File: src/rtl/alu_issue_pkg.sv
// Shared opcode/funct constants and the ALU control bundle for the ALU issue stage.
// Optional skid entry in alu_issue is enabled by defining ALU_ISSUE_SKID_EN.
package alu_issue_pkg;

  localparam int unsigned ALU_W = 16;

  localparam logic [4:0] OP_ADDI   = 5'b01000;
  localparam logic [4:0] OP_SUBI   = 5'b01001;
  localparam logic [4:0] OP_XORI   = 5'b01010;
  localparam logic [4:0] OP_ANDNI  = 5'b01011;
  localparam logic [4:0] OP_ST     = 5'b10000;
  localparam logic [4:0] OP_LD     = 5'b10001;
  localparam logic [4:0] OP_SLBI   = 5'b10010;
  localparam logic [4:0] OP_STU    = 5'b10011;
  localparam logic [4:0] OP_RSHIFT = 5'b11010;
  localparam logic [4:0] OP_RARITH = 5'b11011;

  // Shift-immediate opcodes share the 101xx prefix.
  localparam logic [2:0] OP_SHIFTI_PFX = 3'b101;

  localparam logic [1:0] FUNCT_ADD  = 2'b00;
  localparam logic [1:0] FUNCT_SUB  = 2'b01;
  localparam logic [1:0] FUNCT_XOR  = 2'b10;
  localparam logic [1:0] FUNCT_ANDN = 2'b11;

  typedef struct packed {
    logic [ALU_W-1:0] a;
    logic [ALU_W-1:0] b;
    logic [ALU_W-1:0] op;
    logic             cin;
    logic             inv_a;
    logic             inv_b;
    logic             sign;
  } alu_ctrl_t;

  function automatic logic [ALU_W-1:0] sext5(input logic [4:0] v);
    return {{(ALU_W-5){v[4]}}, v};
  endfunction

endpackage

File: src/rtl/alu_issue_if.sv
// Decode-side and execute-side handshake bundle of the ALU issue stage.
// slave: the issue stage; master: the surrounding pipeline.
interface alu_issue_if;
  import alu_issue_pkg::*;

  logic             in_valid;
  logic             in_ready;
  logic [ALU_W-1:0] in_instr;
  logic [ALU_W-1:0] in_rs_data;
  logic [ALU_W-1:0] in_rt_data;
  logic             flush;
  logic             out_valid;
  logic             out_ready;
  logic [ALU_W-1:0] alu_a;
  logic [ALU_W-1:0] alu_b;
  logic [ALU_W-1:0] alu_op;
  logic             alu_cin;
  logic             alu_inv_a;
  logic             alu_inv_b;
  logic             alu_sign;

  modport slave (
    input  in_valid, in_instr, in_rs_data, in_rt_data, flush, out_ready,
    output in_ready, out_valid, alu_a, alu_b, alu_op, alu_cin, alu_inv_a, alu_inv_b, alu_sign
  );

  modport master (
    output in_valid, in_instr, in_rs_data, in_rt_data, flush, out_ready,
    input  in_ready, out_valid, alu_a, alu_b, alu_op, alu_cin, alu_inv_a, alu_inv_b, alu_sign
  );

endinterface

File: src/rtl/alu_ctrl_decode.sv
// Combinational map from instruction word and register reads to ALU operands/controls.
module alu_ctrl_decode
  import alu_issue_pkg::*;
#(
  parameter int unsigned DATA_W = 16
) (
  input  logic [DATA_W-1:0] instr,
  input  logic [DATA_W-1:0] rs,
  input  logic [DATA_W-1:0] rt,
  output alu_ctrl_t         ctrl
);

  logic [4:0] opcode;
  assign opcode = instr[15:11];

  always_comb begin
    ctrl       = '0;
    ctrl.a     = rs;
    ctrl.b     = rt;
    ctrl.op    = instr;
    ctrl.sign  = 1'b1;
    if (opcode[4:2] == OP_SHIFTI_PFX) begin
      ctrl.b = {12'h000, instr[3:0]};
    end else begin
      case (opcode)
        OP_ADDI, OP_ST, OP_LD, OP_STU: ctrl.b = sext5(instr[4:0]);
        OP_SUBI: begin
          ctrl.b     = sext5(instr[4:0]);
          ctrl.inv_a = 1'b1;
          ctrl.cin   = 1'b1;
        end
        OP_XORI:  ctrl.b = {11'h000, instr[4:0]};
        OP_ANDNI: begin
          ctrl.b     = {11'h000, instr[4:0]};
          ctrl.inv_b = 1'b1;
        end
        OP_SLBI: begin
          ctrl.a = {rs[7:0], 8'h00};
          ctrl.b = {8'h00, instr[7:0]};
        end
        OP_RARITH: begin
          case (instr[1:0])
            FUNCT_SUB: begin
              ctrl.inv_a = 1'b1;
              ctrl.cin   = 1'b1;
            end
            FUNCT_ANDN: ctrl.inv_b = 1'b1;
            default: ;
          endcase
        end
        default: ;
      endcase
    end
  end

endmodule

File: src/rtl/alu_issue.sv
// ALU issue stage: decodes an instruction and holds it in an output register until consumed.
// Define ALU_ISSUE_SKID_EN to add a skid entry and a registered in_ready.
module alu_issue
  import alu_issue_pkg::*;
#(
  parameter int unsigned DATA_W = 16
) (
  input  logic        clk,
  input  logic        rst_n,
  alu_issue_if.slave  bus
);

  alu_ctrl_t dec;
  alu_ctrl_t out_q, out_d;
  logic      out_valid_q, out_valid_d;
  logic      accept, consume;

  alu_ctrl_decode #(
    .DATA_W (DATA_W)
  ) u_decode (
    .instr (bus.in_instr),
    .rs    (bus.in_rs_data),
    .rt    (bus.in_rt_data),
    .ctrl  (dec)
  );

  assign accept  = bus.in_valid & bus.in_ready & ~bus.flush;
  assign consume = out_valid_q & bus.out_ready;

`ifdef ALU_ISSUE_SKID_EN
  alu_ctrl_t skid_q, skid_d;
  logic      skid_valid_q, skid_valid_d;
  logic      ready_q;

  assign bus.in_ready = ready_q;

  always_comb begin
    out_d        = out_q;
    out_valid_d  = out_valid_q;
    skid_d       = skid_q;
    skid_valid_d = skid_valid_q;
    if (bus.flush) begin
      out_valid_d  = 1'b0;
      skid_valid_d = 1'b0;
    end else begin
      if (consume) out_valid_d = 1'b0;
      if (!out_valid_d) begin
        // The skid entry is older than anything arriving now, so it refills first.
        if (skid_valid_q) begin
          out_d        = skid_q;
          out_valid_d  = 1'b1;
          skid_valid_d = 1'b0;
        end else if (accept) begin
          out_d       = dec;
          out_valid_d = 1'b1;
        end
      end else if (accept) begin
        skid_d       = dec;
        skid_valid_d = 1'b1;
      end
    end
  end

  always_ff @(posedge clk or negedge rst_n) begin
    if (!rst_n) begin
      skid_q       <= '0;
      skid_valid_q <= 1'b0;
      ready_q      <= 1'b0;
    end else begin
      skid_q       <= skid_d;
      skid_valid_q <= skid_valid_d;
      ready_q      <= ~skid_valid_d;
    end
  end
`else
  assign bus.in_ready = ~out_valid_q | bus.out_ready;

  always_comb begin
    out_d       = out_q;
    out_valid_d = out_valid_q;
    if (bus.flush) begin
      out_valid_d = 1'b0;
    end else if (accept) begin
      out_d       = dec;
      out_valid_d = 1'b1;
    end else if (consume) begin
      out_valid_d = 1'b0;
    end
  end
`endif

  always_ff @(posedge clk or negedge rst_n) begin
    if (!rst_n) begin
      out_q       <= '0;
      out_valid_q <= 1'b0;
    end else begin
      out_q       <= out_d;
      out_valid_q <= out_valid_d;
    end
  end

  assign bus.out_valid = out_valid_q;
  assign bus.alu_a     = out_q.a;
  assign bus.alu_b     = out_q.b;
  assign bus.alu_op    = out_q.op;
  assign bus.alu_cin   = out_q.cin;
  assign bus.alu_inv_a = out_q.inv_a;
  assign bus.alu_inv_b = out_q.inv_b;
  assign bus.alu_sign  = out_q.sign;

endmodule

File: src/flat_wrapper.sv
// flat-port wrapper written by rule: the top's interface ports become plain ports
module alu_issue_flat import alu_issue_pkg::*;
#(
  parameter int unsigned DATA_W = 16
)
  (clk, rst_n, bus_in_valid, bus_in_instr, bus_in_rs_data, bus_in_rt_data, bus_flush, bus_out_ready, bus_in_ready, bus_out_valid, bus_alu_a, bus_alu_b, bus_alu_op, bus_alu_cin, bus_alu_inv_a, bus_alu_inv_b, bus_alu_sign);
  alu_issue_if bus_i ();
  input  logic clk;
  input  logic rst_n;
  input wire logic [$bits(bus_i.in_valid)-1:0] bus_in_valid;
  input wire logic [$bits(bus_i.in_instr)-1:0] bus_in_instr;
  input wire logic [$bits(bus_i.in_rs_data)-1:0] bus_in_rs_data;
  input wire logic [$bits(bus_i.in_rt_data)-1:0] bus_in_rt_data;
  input wire logic [$bits(bus_i.flush)-1:0] bus_flush;
  input wire logic [$bits(bus_i.out_ready)-1:0] bus_out_ready;
  output wire logic [$bits(bus_i.in_ready)-1:0] bus_in_ready;
  output wire logic [$bits(bus_i.out_valid)-1:0] bus_out_valid;
  output wire logic [$bits(bus_i.alu_a)-1:0] bus_alu_a;
  output wire logic [$bits(bus_i.alu_b)-1:0] bus_alu_b;
  output wire logic [$bits(bus_i.alu_op)-1:0] bus_alu_op;
  output wire logic [$bits(bus_i.alu_cin)-1:0] bus_alu_cin;
  output wire logic [$bits(bus_i.alu_inv_a)-1:0] bus_alu_inv_a;
  output wire logic [$bits(bus_i.alu_inv_b)-1:0] bus_alu_inv_b;
  output wire logic [$bits(bus_i.alu_sign)-1:0] bus_alu_sign;
  assign bus_i.in_valid = bus_in_valid;
  assign bus_i.in_instr = bus_in_instr;
  assign bus_i.in_rs_data = bus_in_rs_data;
  assign bus_i.in_rt_data = bus_in_rt_data;
  assign bus_i.flush = bus_flush;
  assign bus_i.out_ready = bus_out_ready;
  assign bus_in_ready = bus_i.in_ready;
  assign bus_out_valid = bus_i.out_valid;
  assign bus_alu_a = bus_i.alu_a;
  assign bus_alu_b = bus_i.alu_b;
  assign bus_alu_op = bus_i.alu_op;
  assign bus_alu_cin = bus_i.alu_cin;
  assign bus_alu_inv_a = bus_i.alu_inv_a;
  assign bus_alu_inv_b = bus_i.alu_inv_b;
  assign bus_alu_sign = bus_i.alu_sign;
  alu_issue #(.DATA_W(DATA_W)) u_core (.clk(clk), .rst_n(rst_n), .bus(bus_i));
endmodule
File: config.mk
export PLATFORM = sky130hd
export DESIGN_NAME = alu_issue_flat
export DESIGN_NICKNAME = d
export VERILOG_FILES = /design/src/rtl/alu_issue_pkg.sv /design/src/rtl/alu_issue_if.sv /design/src/rtl/alu_ctrl_decode.sv /design/src/rtl/alu_issue.sv /design/src/flat_wrapper.sv
export SDC_FILE = /design/constraint.sdc
export NUM_CORES = 1
export LEC_CHECK = 0
export CELL_PAD_IN_SITES_DETAIL_PLACEMENT = 0
export CELL_PAD_IN_SITES_GLOBAL_PLACEMENT = 2
export CORE_ASPECT_RATIO = 0.75
export CORE_MARGIN = 4
export CORE_UTILIZATION = 25
export DETAILED_ROUTE_END_ITERATION = 12
export GPL_TIMING_DRIVEN = 1
export PLACE_DENSITY_LB_ADDON = 0.3
export SLEW_MARGIN = 40
export SYNTH_ARGS = -nofsm -noshare
export SYNTH_HDL_FRONTEND = slang
export SYNTH_SLANG_ARGS = --single-unit
export TNS_END_PERCENT = 30
File: constraint.sdc
create_clock -name clk -period 3 [get_ports clk]
set_input_delay 0.45 -clock clk [delete_from_list [all_inputs] [get_ports clk]]
set_output_delay 0.45 -clock clk [all_outputs]
set_load 0.05 [all_outputs]
=== After elaboration in Yosys (flattened, before gate mapping) ===
Cells that the tools add are included.
W data, S select, Z words.

* Register bits: 53
* Input bits: 53
* Output and inout port bits: 54
* Logic and storage cells: 42

* Eq/ne operators: 12
* Muxes and demuxes: 12
* Bitwise operators: 6
* Reductions and logical operators: 4

{| class="wikitable"
|+ Operator list
! cell !! count
|-
| $mux W16 || 3
|-
| $pmux W16 S3 || 1
|-
| $eq A5 B5 Y1 const B || 5
|-
| $eq A5 B4 Y1 const B || 4
|-
| $reduce_or A5 Y1 || 1
|-
| $mux W1 || 4
|-
| $pmux W2 S2 || 1
|-
| $and A1 B1 Y1 || 3
|-
| $eq A3 B3 Y1 const B || 1
|-
| $mux W3 || 1
|-
| $reduce_bool A3 Y1 || 1
|-
| $eq A2 B1 Y1 const B || 1
|-
| $eq A2 B2 Y1 const B || 1
|-
| $mux W2 || 1
|-
| $not A1 Y1 || 2
|-
| $pmux W1 S2 || 1
|-
| $reduce_and A2 Y1 || 1
|-
| $reduce_or A2 Y1 || 1
|-
| $or A1 B1 Y1 || 1
|}

=== Logic depth before layout (Yosys ltp) ===
* Depth in word-level cells: 6
* Depth in mapped cells: 7
* Depth with buffers taken out: 5

=== Hierarchy ===
Synthesis repeated with hierarchy kept, for this count alone.

* Cell total of the unflattened synthesis: 207
* Area, all modules: 2693.8 sq um

{| class="wikitable"
|+ Modules (own cells, without submodules)
! module !! times used !! cells each !! area each (sq um) !! sequential area each (sq um)
|-
| alu_issue || 1 || 115 || 2011.9 || 1326.3
|-
| alu_ctrl_decode || 1 || 92 || 681.9 || 0.0
|}

=== Worst setup path before layout ===
OpenSTA, ideal clock, no wires.

* Kind: reg-to-reg
* Start point: reg u_core.out_valid_q, in the netlist u_core.bus.out_valid
* End point: reg u_core.out_q (netlist bit u_core.bus.alu_b[7])
* Library setup time: 95 ps
* Data arrival time: 1777 ps
* Data required time: 2905 ps
* Path slack: 1128 ps
* Cell stages (with the launch flop): 8
* Path buffers: 2
* Clock period less this slack: 1872 ps
* Cells stage by stage: dfrtp_1 > nor2b_1 > inv_1 > nand3b_1 > buf_2 > buf_4 > nand2_1 > o31ai_1

* Word-level cells in the longest chain between the ends: 5

{| class="wikitable"
|+ Ends and longest elaborated chain
! item !! RTL line !! source
|-
| from (decl) || alu_issue.sv:15 || <nowiki>logic out_valid_q, out_valid_d;</nowiki>
|-
| from (signal assigned) || alu_issue.sv:98 || <nowiki>out_valid_q <= out_valid_d;</nowiki>
|-
| $not A1 Y1 || alu_issue.sv:76 || <nowiki>assign bus.in_ready = ~out_valid_q | bus.out_ready;</nowiki>
|-
| $or A1 B1 Y1 || alu_issue.sv:76 ||
|-
| via bus_in_ready || flat_wrapper.sv:16 || <nowiki>output wire logic [$bits(bus_i.in_ready)-1:0] bus_in_ready;</nowiki>
|-
| $and A1 B1 Y1 (2 in a row) || alu_issue.sv:27 || <nowiki>assign accept = bus.in_valid & bus.in_ready & ~bus.flush;</nowiki>
|-
| $reduce_and A2 Y1 (no line) || - ||
|-
| to (signal assigned) || alu_issue.sv:97 || <nowiki>out_q <= out_d;</nowiki>
|-
| to (decl) || alu_issue.sv:14 || <nowiki>alu_ctrl_t out_q, out_d;</nowiki>
|}

The timed path passes the listed nets, and every way through them passes these cells.
A chain may end at the register's enable or synchronous reset.

=== Final worst setup path ===
* Start point: in bus_out_ready
* End point: out bus_in_ready

* Word-level cells in the longest chain between the ends: 1

{| class="wikitable"
|+ Ends and longest elaborated chain
! item !! RTL line !! source
|-
| from (decl) || flat_wrapper.sv:15 || <nowiki>input wire logic [$bits(bus_i.out_ready)-1:0] bus_out_ready;</nowiki>
|-
| $or A1 B1 Y1 || alu_issue.sv:76 ||
|-
| to (decl) || flat_wrapper.sv:16 ||
|}

Every way passes these cells.

==> results.sh <==
export IMPL_synth_top_cell_area_share_pct=56.2
export IMPL_dr_pass1_iters=4
export IMPL_routed_wl_mm=7.28
export IMPL_ant_nets=0
export IMPL_hp_class="in -> async"
export IMPL_initial_core_util_pct=25.6
export IMPL_diodes=0
export IMPL_viasPerCell=4.30
export IMPL_h_tree_depth=2
export IMPL_arrival_ps=1960
export IMPL_cts_sinks=52
export IMPL_met2_usage_pct=21.2
export IMPL_status="finished clean"
export IMPL_swShare_pct=36.0
export IMPL_async_flop_share_pct=100
export IMPL_gp_congestion=0.727
export IMPL_p_leak_nw=1.62
export IMPL_yosys_cell_types_count=29
export IMPL_via_count=2101
export IMPL_maxCapViolations=0
export IMPL_post_route_drc_count=0
export IMPL_grt_ovfl_total=0
export IMPL_post_cts_setup_buffers=0
export IMPL_path_max_fanout=3
export IMPL_cp_start_kind="primary input"
export IMPL_min_period_ps=2410
export IMPL_core_rowCount=30
export IMPL_tightest_slew_ps=612
export IMPL_setup_viol=0
export IMPL_grt_start_max_net_pins=48
export IMPL_drt_iter0_drc=72
export IMPL_tns_ps=0
export IMPL_die_height_microns=91.4
export IMPL_fillers=922
export IMPL_synth_most_common_cell="nand2_1"
export IMPL_ys_warn_count=0
export IMPL_grt_pass1_vias=2275
export IMPL_finalClockSkew_ps=8.15
export IMPL_required_ps=2550
export IMPL_cts_buffer_depth=2
export IMPL_p_comb_share_pct=35.3
export IMPL_dp_cells=481
export IMPL_cts_repair_resized=0
export IMPL_postCtsHoldBufs=0
export IMPL_crit_path_end_kind="primary output"
export IMPL_area_growth_pct=58.1
export IMPL_hpwl_mm=5.26
export IMPL_antenna_found_initial=0
export IMPL_met3_usage_pct=4.61
export IMPL_grt_pass1_wl_mm=11.8
export IMPL_synthTopCellsByArea="dfrtp_1 (56%), nand2_1 (16%), o21ai_0 (4.8%)"
export IMPL_cts_root_buffer="clkbuf_16"
export IMPL_synth_edf_count=0
export IMPL_p_sw_w=0.000864
export IMPL_cts_tree="built"
export IMPL_synth_common_cells="nand2_1 (100), dfrtp_1 (52), o21ai_0 (22)"
export IMPL_routedWlPerCell_microns=14.9
export IMPL_max_freq_mhz=415
export IMPL_cts_buffers=5
export IMPL_pin_count=107
export IMPL_layout_drive_gt1_share_pct=5.26
export IMPL_ys_flop_type="dfrtp_1"
export IMPL_fp_dieArea_sq_mm=0.0109
export IMPL_dieWidth_microns=119
export IMPL_pwr_share_seq_pct=35.9
export IMPL_hold_viol_final=0
export IMPL_post_route_util_pct=40.5
export IMPL_track_usage_pct=13.4
export IMPL_p_per_area_mw_per_mm2=656
export IMPL_period_share_pct=80.3
export IMPL_synth_seq_cells=52
export IMPL_slew_headroom_pct=59.1
export IMPL_coreArea_sq_mm=0.00905
export IMPL_rsz0062_at_grt="false"
export IMPL_syn_area_sq_mm=0.00232
export IMPL_seq_area_frac_synth_pct=56.2
export IMPL_port_buffers=106
export IMPL_p_int_w=0.00154
export IMPL_clkLatencyLatePin_ps=290
export IMPL_syn_mean_instance_area_sq_um=9.01
export IMPL_layout_nets=413
export IMPL_synth_fp_nets=310
export IMPL_critPathKind="in -> out"
export IMPL_drv_slew=0
export IMPL_clockPowerShare_pct=28.9
export IMPL_irDropWorstVdd_uv=225
export IMPL_clk_pin_slew_ps=70
export IMPL_grt_most_used_layer="met2"
export IMPL_synth_cells=257
export IMPL_grt_use_met1_pct=18.0
export IMPL_synth_largest_area_cell="dfrtp_1"
export IMPL_stdcell_count=489
-- critical path, cell delays in order --
cell             delay [ps]
clkdlybuf4s50_1         400
nor2b_1                 290
inv_1                   100
clkdlybuf4s50_1         710
-- cells by family after synthesis --
kind of cell           share of synthesized area (%)
flip-flops                                      56.2
multiplexers                                    2.16
buffers and inverters                           5.02
AND/OR/NAND/NOR                                 25.8
XOR/XNOR                                       0.378
AO/OA/AOI/OAI                                   10.4
-- registers in the layout, indices dropped and copies added, names as in the netlist --
name and cells:
u_core.bus.alu_inv_b 1, u_core.bus.alu_inv_a 1, u_core.bus.alu_op 16, u_core.bus.alu_a 16, u_core.bus.alu_b 16, u_core.bus.alu_sign 1, u_core.bus.out_valid 1
-- stage by stage --
stage	setup WS, ps	total power (W)	hold WS (ps)	area (sq um)
after floorplan	1130	0.00138	154	2320
after global placement	633	0.00173	450	3480
after detailed placement	581	0.00173	455	3480
after CTS	580	0.00245	186	3660
after global routing	537	0.00252	201	3660
final	592	0.00240	161	3660
-- power groups by stage --
stage	clock [W]	sequential [W]	combinational [W]
after detailed placement	0	0.000874	0.000858
final	0.000694	0.000861	0.000847
after global routing	0.000745	0.000876	0.000897
after global placement	0	0.000872	0.000854
after floorplan	0	0.00123	0.000144
after CTS	0.000724	0.000863	0.000859
-- placed cells by master, fill, tap and decap left out, types with 2 or more instances in the layout --
| cell type | n |
|---|---|
| a31oi_1 | 8 |
| mux2i_1 | 5 |
| buf_4 | 7 |
| o21ai_0 | 22 |
| o31ai_1 | 3 |
| clkdlybuf4s50_1 | 105 |
| nand3_1 | 9 |
| nand2_1 | 100 |
| dfrtp_1 | 52 |
| clkbuf_8 | 2 |
| clkbuf_16 | 5 |
| nand2b_1 | 2 |
| a21oi_1 | 5 |
| and2b_1 | 2 |
| nor2_1 | 16 |
| nand3b_1 | 2 |
-- area by class of cell --
class	count	area [sq um]	area share [%]
Inverter	1	3.75	0.103
Clock buffer	7	153	4.17
Timing Repair Buffer	113	1110	30.3
Multi-Input combinational cell	187	905	24.7
Tap cell	128	160	4.37
Sequential cell	52	1300	35.5
Clock inverter	1	30.0	0.820
-- final timing paths --
| path | endpoint | cells past startpoint | from | slack [ps] |
|---|---|---|---|---|
| max | bus_in_ready | 4 | bus_out_ready | 590 |
| min | u_core.bus.alu_a[8]$_DFFE_PN0P_ | 1 | rst_n | 160 |
| max reg2reg | u_core.bus.alu_b[9]$_DFFE_PN0P_ | 5 | u_core.bus.out_valid$_DFFE_PN0P_ | 1320 |
| min reg2reg | u_core.bus.alu_sign$_DFFE_PN0P_ | 1 | u_core.bus.alu_sign$_DFFE_PN0P_ | 470 |
| max in group asynchronous | u_core.bus.out_valid$_DFFE_PN0P_ | 2 | rst_n | 2180 |
| min in group clk | u_core.bus.alu_sign$_DFFE_PN0P_ | 1 | u_core.bus.alu_sign$_DFFE_PN0P_ | 470 |
-- metal layers --
| metal | vias to the layer above | wire length, microns |
|---|---|---|
| met3 | 4 | 504 |
| met2 | 71 | 3170 |
| met4 | 0 | 25 |
| li1 | 1048 | - |
| met5 | - | 0 |
| met1 | 978 | 3570 |
Note: power is estimated with default switching activity, not from simulation.
